<file path="src/rtl/buffer_read_ctrl.sv">
// buffer_read_ctrl
//   Read-side controller for the raw-hits FIFO RAM. A start pulse latches the
//   fence address, CFEB enables and tbin count. The controller then walks every
//   enabled CFEB, reading tbins words starting at (fence - pretrig). It waits
//   for the RAM pipeline to drain and finally releases the fence with buf_pop.
//   Optional feature macro: BUF_READ_WORDCNT_EN (rd_word_cnt counts fifo_ren clocks).
//
//   Start handshake: rd_start is a single-clock request with no ready signal.
//   It is accepted only when rd_busy is low. The clock after acceptance is
//   already counted as busy. A request that arrives while busy is dropped and
//   sets the sticky rd_start_err flag.
module buffer_read_ctrl #(
   parameter int MXTBIN   = 5,
   parameter int RAM_ADRB = 11,
   parameter int MXCFEB   = 5,
   parameter int MXCFEBB  = 3,
   parameter int RAM_LAT  = 2
) (
   input  logic                clock,
   input  logic                reset,
   input  logic                rd_start,
   input  logic [RAM_ADRB-1:0] rd_adr,
   input  logic [MXCFEB-1:0]   rd_cfeb_en,
   input  logic [MXTBIN-1:0]   fifo_tbins,
   input  logic [MXTBIN-1:0]   fifo_pretrig,
   output logic                fifo_ren,
   output logic [RAM_ADRB-1:0] fifo_radr,
   output logic [MXCFEBB-1:0]  fifo_sel,
   output logic                rd_dvalid,
   output logic [MXCFEBB-1:0]  rd_dcfeb,
   output logic [MXTBIN-1:0]   rd_dtbin,
   output logic                rd_busy,
   output logic                rd_done,
   output logic                buf_pop,
   output logic [RAM_ADRB-1:0] buf_pop_adr,
   output logic                rd_start_err,
   output logic [15:0]         rd_word_cnt,
   output logic [1:0]          rd_state_dbg
);

   typedef enum logic [1:0] {
      ST_IDLE  = 2'd0,
      ST_READ  = 2'd1,
      ST_FLUSH = 2'd2,
      ST_POP   = 2'd3
   } state_t;

   localparam int FLW = (RAM_LAT > 1) ? $clog2(RAM_LAT) : 1;

   state_t              state_q, state_d;
   logic                busy;
   logic                accept;
   logic                start_q;
   logic [RAM_ADRB-1:0] adr_q;
   logic [RAM_ADRB-1:0] sa_q;
   logic [MXCFEB-1:0]   en_q;
   logic [MXTBIN-1:0]   tbins_q;
   logic [MXTBIN-1:0]   tbin_q, tbin_d;
   logic [MXCFEBB-1:0]  cur_q, cur_d;
   logic [FLW-1:0]      fl_q, fl_d;
   logic                err_q;
   logic [MXCFEB-1:0]   above_mask;
   logic [MXCFEB-1:0]   rem_en;
   logic                last_tbin;

   logic                vpipe_q [RAM_LAT];
   logic [MXCFEBB-1:0]  spipe_q [RAM_LAT];
   logic [MXTBIN-1:0]   tpipe_q [RAM_LAT];

   // Index of the lowest set bit of an enable mask (0 when the mask is empty)
   function automatic logic [MXCFEBB-1:0] lowest_en(input logic [MXCFEB-1:0] m);
      logic [MXCFEBB-1:0] r;
      r = '0;
      for (int i = MXCFEB - 1; i >= 0; i--) begin
         if (m[i]) r = MXCFEBB'(i);
      end
      return r;
   endfunction

   // The accept clock (start_q) counts as busy, so the controller never takes two starts
   assign busy         = (state_q != ST_IDLE) || start_q;
   assign accept       = rd_start && !busy;
   assign rd_busy      = busy;
   assign rd_start_err = err_q;
   assign rd_state_dbg = state_q;

   // Accept a start request: latch the event description and flag starts that arrive while busy
   always_ff @(posedge clock) begin
      if (reset) begin
         start_q <= 1'b0;
         adr_q   <= '0;
         sa_q    <= '0;
         en_q    <= '0;
         tbins_q <= '0;
         err_q   <= 1'b0;
      end else begin
         start_q <= accept;
         if (accept) begin
            adr_q   <= rd_adr;
            sa_q    <= rd_adr - RAM_ADRB'(fifo_pretrig);
            en_q    <= rd_cfeb_en;
            tbins_q <= fifo_tbins;
         end
         if (rd_start && busy) err_q <= 1'b1;
      end
   end

   // FSM state and scan counters
   always_ff @(posedge clock) begin
      if (reset) begin
         state_q <= ST_IDLE;
         cur_q   <= '0;
         tbin_q  <= '0;
         fl_q    <= '0;
      end else begin
         state_q <= state_d;
         cur_q   <= cur_d;
         tbin_q  <= tbin_d;
         fl_q    <= fl_d;
      end
   end

   // Next state, scan position and RAM/fence outputs
   always_comb begin
      state_d     = state_q;
      cur_d       = cur_q;
      tbin_d      = tbin_q;
      fl_d        = fl_q;
      fifo_ren    = 1'b0;
      fifo_radr   = '0;
      fifo_sel    = '0;
      buf_pop     = 1'b0;
      rd_done     = 1'b0;
      buf_pop_adr = '0;
      // CFEBs strictly above the current one that still need reading
      above_mask  = ~((MXCFEB'(2) << cur_q) - MXCFEB'(1));
      rem_en      = en_q & above_mask;
      last_tbin   = (MXTBIN'(tbin_q + 1'b1) == tbins_q);
      case (state_q)
         ST_IDLE: begin
            if (start_q) begin
               if (tbins_q == '0 || en_q == '0) begin
                  state_d = ST_POP;
               end else begin
                  state_d = ST_READ;
                  cur_d   = lowest_en(en_q);
                  tbin_d  = '0;
               end
            end
         end
         ST_READ: begin
            fifo_ren  = 1'b1;
            fifo_sel  = cur_q;
            fifo_radr = sa_q + RAM_ADRB'(tbin_q);
            if (last_tbin) begin
               tbin_d = '0;
               if (rem_en == '0) begin
                  state_d = ST_FLUSH;
                  fl_d    = '0;
               end else begin
                  cur_d = lowest_en(rem_en);
               end
            end else begin
               tbin_d = tbin_q + 1'b1;
            end
         end
         ST_FLUSH: begin
            // Wait for the final read to come out of the RAM pipeline
            if (fl_q == FLW'(RAM_LAT - 1)) state_d = ST_POP;
            else fl_d = fl_q + 1'b1;
         end
         ST_POP: begin
            buf_pop     = 1'b1;
            rd_done     = 1'b1;
            buf_pop_adr = adr_q;
            state_d     = ST_IDLE;
         end
         default: state_d = ST_IDLE;
      endcase
   end

   // Data-valid tag pipeline that tracks the RAM read latency
   always_ff @(posedge clock) begin
      if (reset) begin
         for (int i = 0; i < RAM_LAT; i++) begin
            vpipe_q[i] <= 1'b0;
            spipe_q[i] <= '0;
            tpipe_q[i] <= '0;
         end
      end else begin
         vpipe_q[0] <= fifo_ren;
         spipe_q[0] <= fifo_sel;
         tpipe_q[0] <= fifo_ren ? tbin_q : '0;
         for (int i = 1; i < RAM_LAT; i++) begin
            vpipe_q[i] <= vpipe_q[i-1];
            spipe_q[i] <= spipe_q[i-1];
            tpipe_q[i] <= tpipe_q[i-1];
         end
      end
   end

   assign rd_dvalid = vpipe_q[RAM_LAT-1];
   assign rd_dcfeb  = spipe_q[RAM_LAT-1];
   assign rd_dtbin  = tpipe_q[RAM_LAT-1];

`ifdef BUF_READ_WORDCNT_EN
   logic [15:0] wc_q;

   // Saturating count of RAM read clocks, cleared only by reset
   always_ff @(posedge clock) begin
      if (reset) wc_q <= '0;
      else if (fifo_ren && wc_q != 16'hFFFF) wc_q <= wc_q + 16'd1;
   end

   assign rd_word_cnt = wc_q;
`else
   assign rd_word_cnt = '0;
`endif

endmodule
</file>
<file path="config.mk">
export PLATFORM = sky130hd
export DESIGN_NAME = buffer_read_ctrl
export DESIGN_NICKNAME = d
export VERILOG_FILES = /design/src/rtl/buffer_read_ctrl.sv
export SDC_FILE = /design/constraint.sdc
export NUM_CORES = 1
export LEC_CHECK = 0
export ABC_AREA = 1
export BUFFER_PORTS_ARGS = -buffer_cell sky130_fd_sc_hd__buf_4
export CAP_MARGIN = 20
export CORE_MARGIN = 10
export CORE_UTILIZATION = 55
export DETAILED_ROUTE_END_ITERATION = 12
export HOLD_SLACK_MARGIN = 0.03
export PLACE_DENSITY = 0.89
export SYNTH_ARGS = -nofsm -noshare
export SYNTH_HDL_FRONTEND = slang
export SYNTH_SLANG_ARGS = --single-unit
</file>
<file path="constraint.sdc">
create_clock -name clock -period 3.45 [get_ports clock]
set_clock_uncertainty 0.1 [all_clocks]
set_input_delay 0.1725 -clock clock [delete_from_list [all_inputs] [get_ports clock]]
set_output_delay 0.1725 -clock clock [all_outputs]
set_load 0.1 [all_outputs]
</file>
==> Word level (Yosys, flattened, before mapping) <==
Memory sizes are Yosys's and may differ from the RTL's.
Cells that the tools add are included.
{ "totals": {"register_bits": 45, "elab_cells": 97, "inputBits": 29, "n_memories": 3, "mem_bits_rw": 18} }
{ "memory_table": {"columns": ["name", "depth", "width", "read_ports", "rd_ports_with_merged_regs", "wr", "line_no", "text"], "rows": [
  ["tpipe_q", 2, 5, 2, 0, 2, "68", "logic [MXTBIN-1:0] tpipe_q [RAM_LAT];"],
  ["spipe_q", 2, 3, 2, 0, 2, "67", "logic [MXCFEBB-1:0] spipe_q [RAM_LAT];"],
  ["vpipe_q", 2, 1, 2, 0, 2, "66", "logic vpipe_q [RAM_LAT];"]
]} }
{ "classes": {"muxes": 44, "n_addsub": 5, "reduce_logical": 16, "bitwise_logic": 8, "shifts": 1, "eq_ne": 10} }
{ "op_table": {"columns": ["operator", "count"], "rows": [
  ["3-bit two-way mux", 17],
  ["5-bit two-way mux", 6],
  ["11-bit two-way mux", 2],
  ["5-bit zero test", 3],
  ["2-bit != test (second input constant)", 6],
  ["11-bit by 5-bit adder with 11-bit output", 1],
  ["11-bit by 5-bit subtractor with 11-bit output", 1],
  ["1-bit two-way mux", 10],
  ["2-bit two-way mux", 5],
  ["5-bit one-hot mux with 2 select lines", 1],
  ["2-bit one-hot mux with 4 select lines", 1],
  ["1-bit OR", 6],
  ["3-bit one-hot mux with 2 select lines", 1],
  ["3-bit AND reduction", 2],
  ["2-bit nonzero test", 3],
  ["5-bit by 1-bit adder with 5-bit output (second input constant)", 1],
  ["5-bit bitwise AND", 1],
  ["5-bit equality test", 1],
  ["5-bit inverter", 1],
  ["5-bit AND reduction", 1],
  ["2-bit by 3-bit << shifter with 5-bit output (first input constant)", 1],
  ["5-bit by 2-bit subtractor with 5-bit output (second input constant)", 1],
  ["2-bit equality test (second input constant)", 2],
  ["4-bit AND reduction", 1],
  ["other kinds (7)", 9]
]} }

==> Depth between registers and ports, before layout <==
{ "logic_depth": {"word_depth": 12, "depth_mapped": 13} }

==> Least setup slack after synthesis <==
OpenSTA, ideal clock, no wires.
{ "synth_timing": {"kind": "register to output", "start": "register state_q[0], in the netlist rd_state_dbg[0]", "end": "output fifo_radr[7]", "arrival_ns": 4.391, "stages_incl_launch_ff": 5, "slack_ns": -1.213, "required_ns": 3.178, "path_buffers": 1, "cell_sequence": "dfxtp_1 -> ha_1 -> buf_4 -> inv_1 -> nor3_1"} }
{ "synth_between": {"elab_chain_cells": 2} }
{ "synth_lines": {"columns": ["element", "line_no", "text"], "rows": [
  ["start, declared", "50", "state_t state_q, state_d;"],
  ["start signal, assigned", "116", "state_q <= state_d;"],
  ["2-bit by 1-bit equality test with 1-bit output", "139", "case (state_q)"],
  ["11-bit two-way mux", "139", null],
  ["end, declared", "27", "output logic [RAM_ADRB-1:0] fifo_radr,"]
]} }
Every way passes these cells.

==> Worst setup path after layout <==
{ "layout_timing": {"start": "register tbin_q[0]", "end": "output fifo_radr[8]"} }
{ "layout_between": {"elab_chain_cells": 2} }
{ "layout_lines": {"columns": ["element", "line_no", "text"], "rows": [
  ["start, declared", "58", "logic [MXTBIN-1:0] tbin_q, tbin_d;"],
  ["start signal, assigned", "118", "tbin_q <= tbin_d;"],
  ["11-bit by 5-bit adder with 11-bit output", "154", "fifo_radr = sa_q + RAM_ADRB'(tbin_q);"],
  ["11-bit two-way mux", "139", null]
]} }
Every way passes these cells.

==> results.md <==
- Power per standard cell area: 766 mW/mm2
- # rows: 29
- DRC Markers: 0
- Mapped cell area: 0.00355 mm2
- Critical Path Max Stage Delay: 0.46 ns
- Slowest CP cell: dfxtp_1
- WP buf/inv: 2
- Mapped Avg Cell Area: 6.89 um2
- Largest cells by area after synthesis: dfxtp_1 (35%), nand2_1 (11%), inv_1 (8.1%)
- Design Power: 3.33 mW
- Final Hold Vio Count: 0
- Worst Max-Slew Pin Slew: 0.729 ns
- Reg2reg end: sa_q[6]$_SDFFE_PP0P_
- Worst Setup SP: tbin_q[0]$_SDFFE_PP0P_
- DR pass1 iterations: 5
- Flop-to-flop setup slack: 1.38 ns
- Post-DR wirelength/cell: 13.5 um
- Cells on worst reg2reg path: 10
- First-pass GRT wire length: 15.1 mm
- Crit path DAT: 2.60 ns
- Detailed Route WL: 8.99 mm
- Final HPWL DP: 6.75 mm
- Placed inst area: 0.00402 mm2
- Vias in the first global route: 3415
- Die X: 100 um
- CTS tree: yes
- CTS buffer count: 9
- Ratio of cells with drive above 1 in the final layout: 18.5%
- Cells after synthesis: 516
- Crit-path leading delay family: adder cells
- Worst hold path type: in2reg
- Period minus WS final: 2.88 ns
- Critical path depth: 11
- # diodes: 0
- First-iteration detailed-routing DRC count: 260
- Unrepaired setup endpoints after global routing: false
- Clock buffer depth: 2
- Clk slew on worst S/H paths: 0.07 ns
- Final period util: 83.4%
- Final core occ: 68.9%
- Initial core utilization: 56.3%
- IO Count: 86
- Ys Warns: 0
- Launching point of the worst reg2reg path: rd_state_dbg[0]$_SDFFE_PP0P_
- Post-synth top area share: 35.5%
- GR Util All Layers: 17.8%
- Final setup viols: 0
- Max-cap violation count: 0
- EDFF count, synth: 0
- Skew-Pair Late Insertion Delay: 0.34 ns
- CP endpoint: fifo_radr[8]
- Crit start category: register
- Top_reg_cell synth: dfxtp_1
- Crit-path max FO: 7
- Die area: 0.0101 mm2
- Sequential-to-total area share from yosys stat: 35.5%
- Final nets: 633
- Final slew viol count: 0
- RePlAce Congestion: 0.936
- H-tree Lvls: 3
- Crit Path Category: reg2out
- Seq cells post-synth: 63
- Status: complete, no violations
- Area Overhead vs Synth: 22.4%
- Detail Route Antenna Nets: 0
- Static Leak: 2.15 nW
- CTS resizes: 0
- Die Y: 100 um
- Slew margin rel.: 51.4%
- Ys async rst share: 0%
- Fmax: 0.348 GHz
- Via density: 5.15
- CTS root buffer: clkbuf_8
- CP Cell Sequence: ha_1 > fa_1 > nand3_1 > nand2_1 > nand2_1 > a21oi_2 > inv_2 > nor2_1 > o21ai_1 > a21oi_2 > buf_4
- Total grt overflow: 0
- Core area: 0.00631 mm2
- PortBufs: 69
- Element type at the critical path end: output pin
- Final instance area: 0.00435 mm2
- Largest net degree at the start of global routing: 34
- Antenna violations before repair: 0
- Top cell type by total area after synthesis: dfxtp_1
- CP required: 3.18 ns
- Num Clock Sinks: 63
- VDD IR max: 0.000566 V
- Via Count: 3433
- Post-synth cell types: 36
[logic make-up after synthesis]
group	after synthesis	share of synthesized area, %
AND/OR/NAND/NOR	219	27.0
buffers and inverters	122	16.1
AO/OA/AOI/OAI	86	12.8
flip-flops	63	35.5
adder cells (fa/ha/maj)	19	7.11
XOR/XNOR	6	1.48
other	1	0.106
[tightest hold or removal path: cells and delay by family]
| kind | cells | cell delay (ns) |
|---|---|---|
| buf+inv | 1 | 0.07 |
| compound gates | 2 | 0.19 |
[cell usage after synthesis (3+ instances only)]
library cell  count
nand2_1         105
o21ai_1           4
nand3_2           4
buf_2             3
nand4_1          11
o21ai_0          28
xor2_1            4
ha_1             17
nand3_1          29
nor2_1           56
a21oi_1          45
dfxtp_1          63
inv_2             4
nor3_1            5
inv_1            77
buf_4            28
clkbuf_1          8
[layout make-up]
| class | count | area (um2) |
|---|---|---|
| clock buffers | 12 | 145 |
| clock inverters | 4 | 45.0 |
| fillers | 535 | 1970 |
| inverters | 81 | 304 |
| multi-input cells | 346 | 1830 |
| flip-flops and latches | 63 | 1260 |
| well taps | 77 | 96.3 |
| repair buffers | 84 | 666 |
[worst min path at each step]
stage | start | end | slack, ns | depth (start not counted)
floorplan | rd_adr[2] | adr_q[2]$_SDFFE_PP0P_ | 0.22 | 2
global placement | spipe_q[0][2]$_SDFF_PP0_ | spipe_q[0][5]$_SDFF_PP0_ | 0.29 | 2
detailed placement | tpipe_q[0][0]$_SDFF_PP0_ | tpipe_q[0][5]$_SDFF_PP0_ | 0.30 | 2
CTS | rd_adr[5] | adr_q[5]$_SDFFE_PP0P_ | 0.03 | 3
global route | rd_adr[6] | sa_q[6]$_SDFFE_PP0P_ | 0.06 | 4
finish | rd_cfeb_en[2] | en_q[2]$_SDFFE_PP0P_ | 0.04 | 3
[sequential cells by signal (all words and copies together), names as in the netlist]
name	count
adr_q	11
sa_q	11
tpipe_q	10
spipe_q	6
en_q	5
tbin_q	5
tbins_q	5
cur_q	3
rd_state_dbg	2
vpipe_q	2
fl_q	1
rd_start_err	1
start_q	1
[cells in the final DEF (no fill, tap or decap), types with 16 or more instances in the layout]
master,count
nand2_1,105
a21oi_1,41
nand3_1,29
ha_1,16
buf_4,70
dfxtp_1,63
nor2_1,53
inv_1,77
conb_1,16
o21ai_0,28
[power breakdown]
group	leakage (nW)	switching (mW)	internal [mW]
Combinational	1.53	1.24	0.451
Clock	0.100	0.281	0.350
Sequential	0.515	0.134	0.875
Total	2.15	1.65	1.68
[per-layer routing]
metal  vias up  track usage (%)  routed length [um]
li1       1735                -                   -
met1      1552             19.1                3510
met2       125             31.4                4540
met3        21             5.98                 707
met4         0             7.07                 235
met5         -                0                   0
[through the flow]
| step | hold slack [ns] | instances | setup TNS [ns] | setup WS, ns |
|---|---|---|---|---|
| after global routing | 0.0558 | 667 | 0 | 0.362 |
| after detailed placement | 0.296 | 637 | 0 | 0.956 |
| after global placement | 0.290 | 637 | 0 | 1.05 |
| after CTS | 0.0305 | 667 | 0 | 0.569 |
| final | 0.0383 | 667 | 0 | 0.574 |
| after floorplan | 0.216 | 531 | -0.0847 | -0.0847 |
[timing repair]
item	CTS	global route
setup buffers	0	0
hold buffers	14	0
endpoints found under the hold margin	14	0
(Power assumes the default switching activity.)
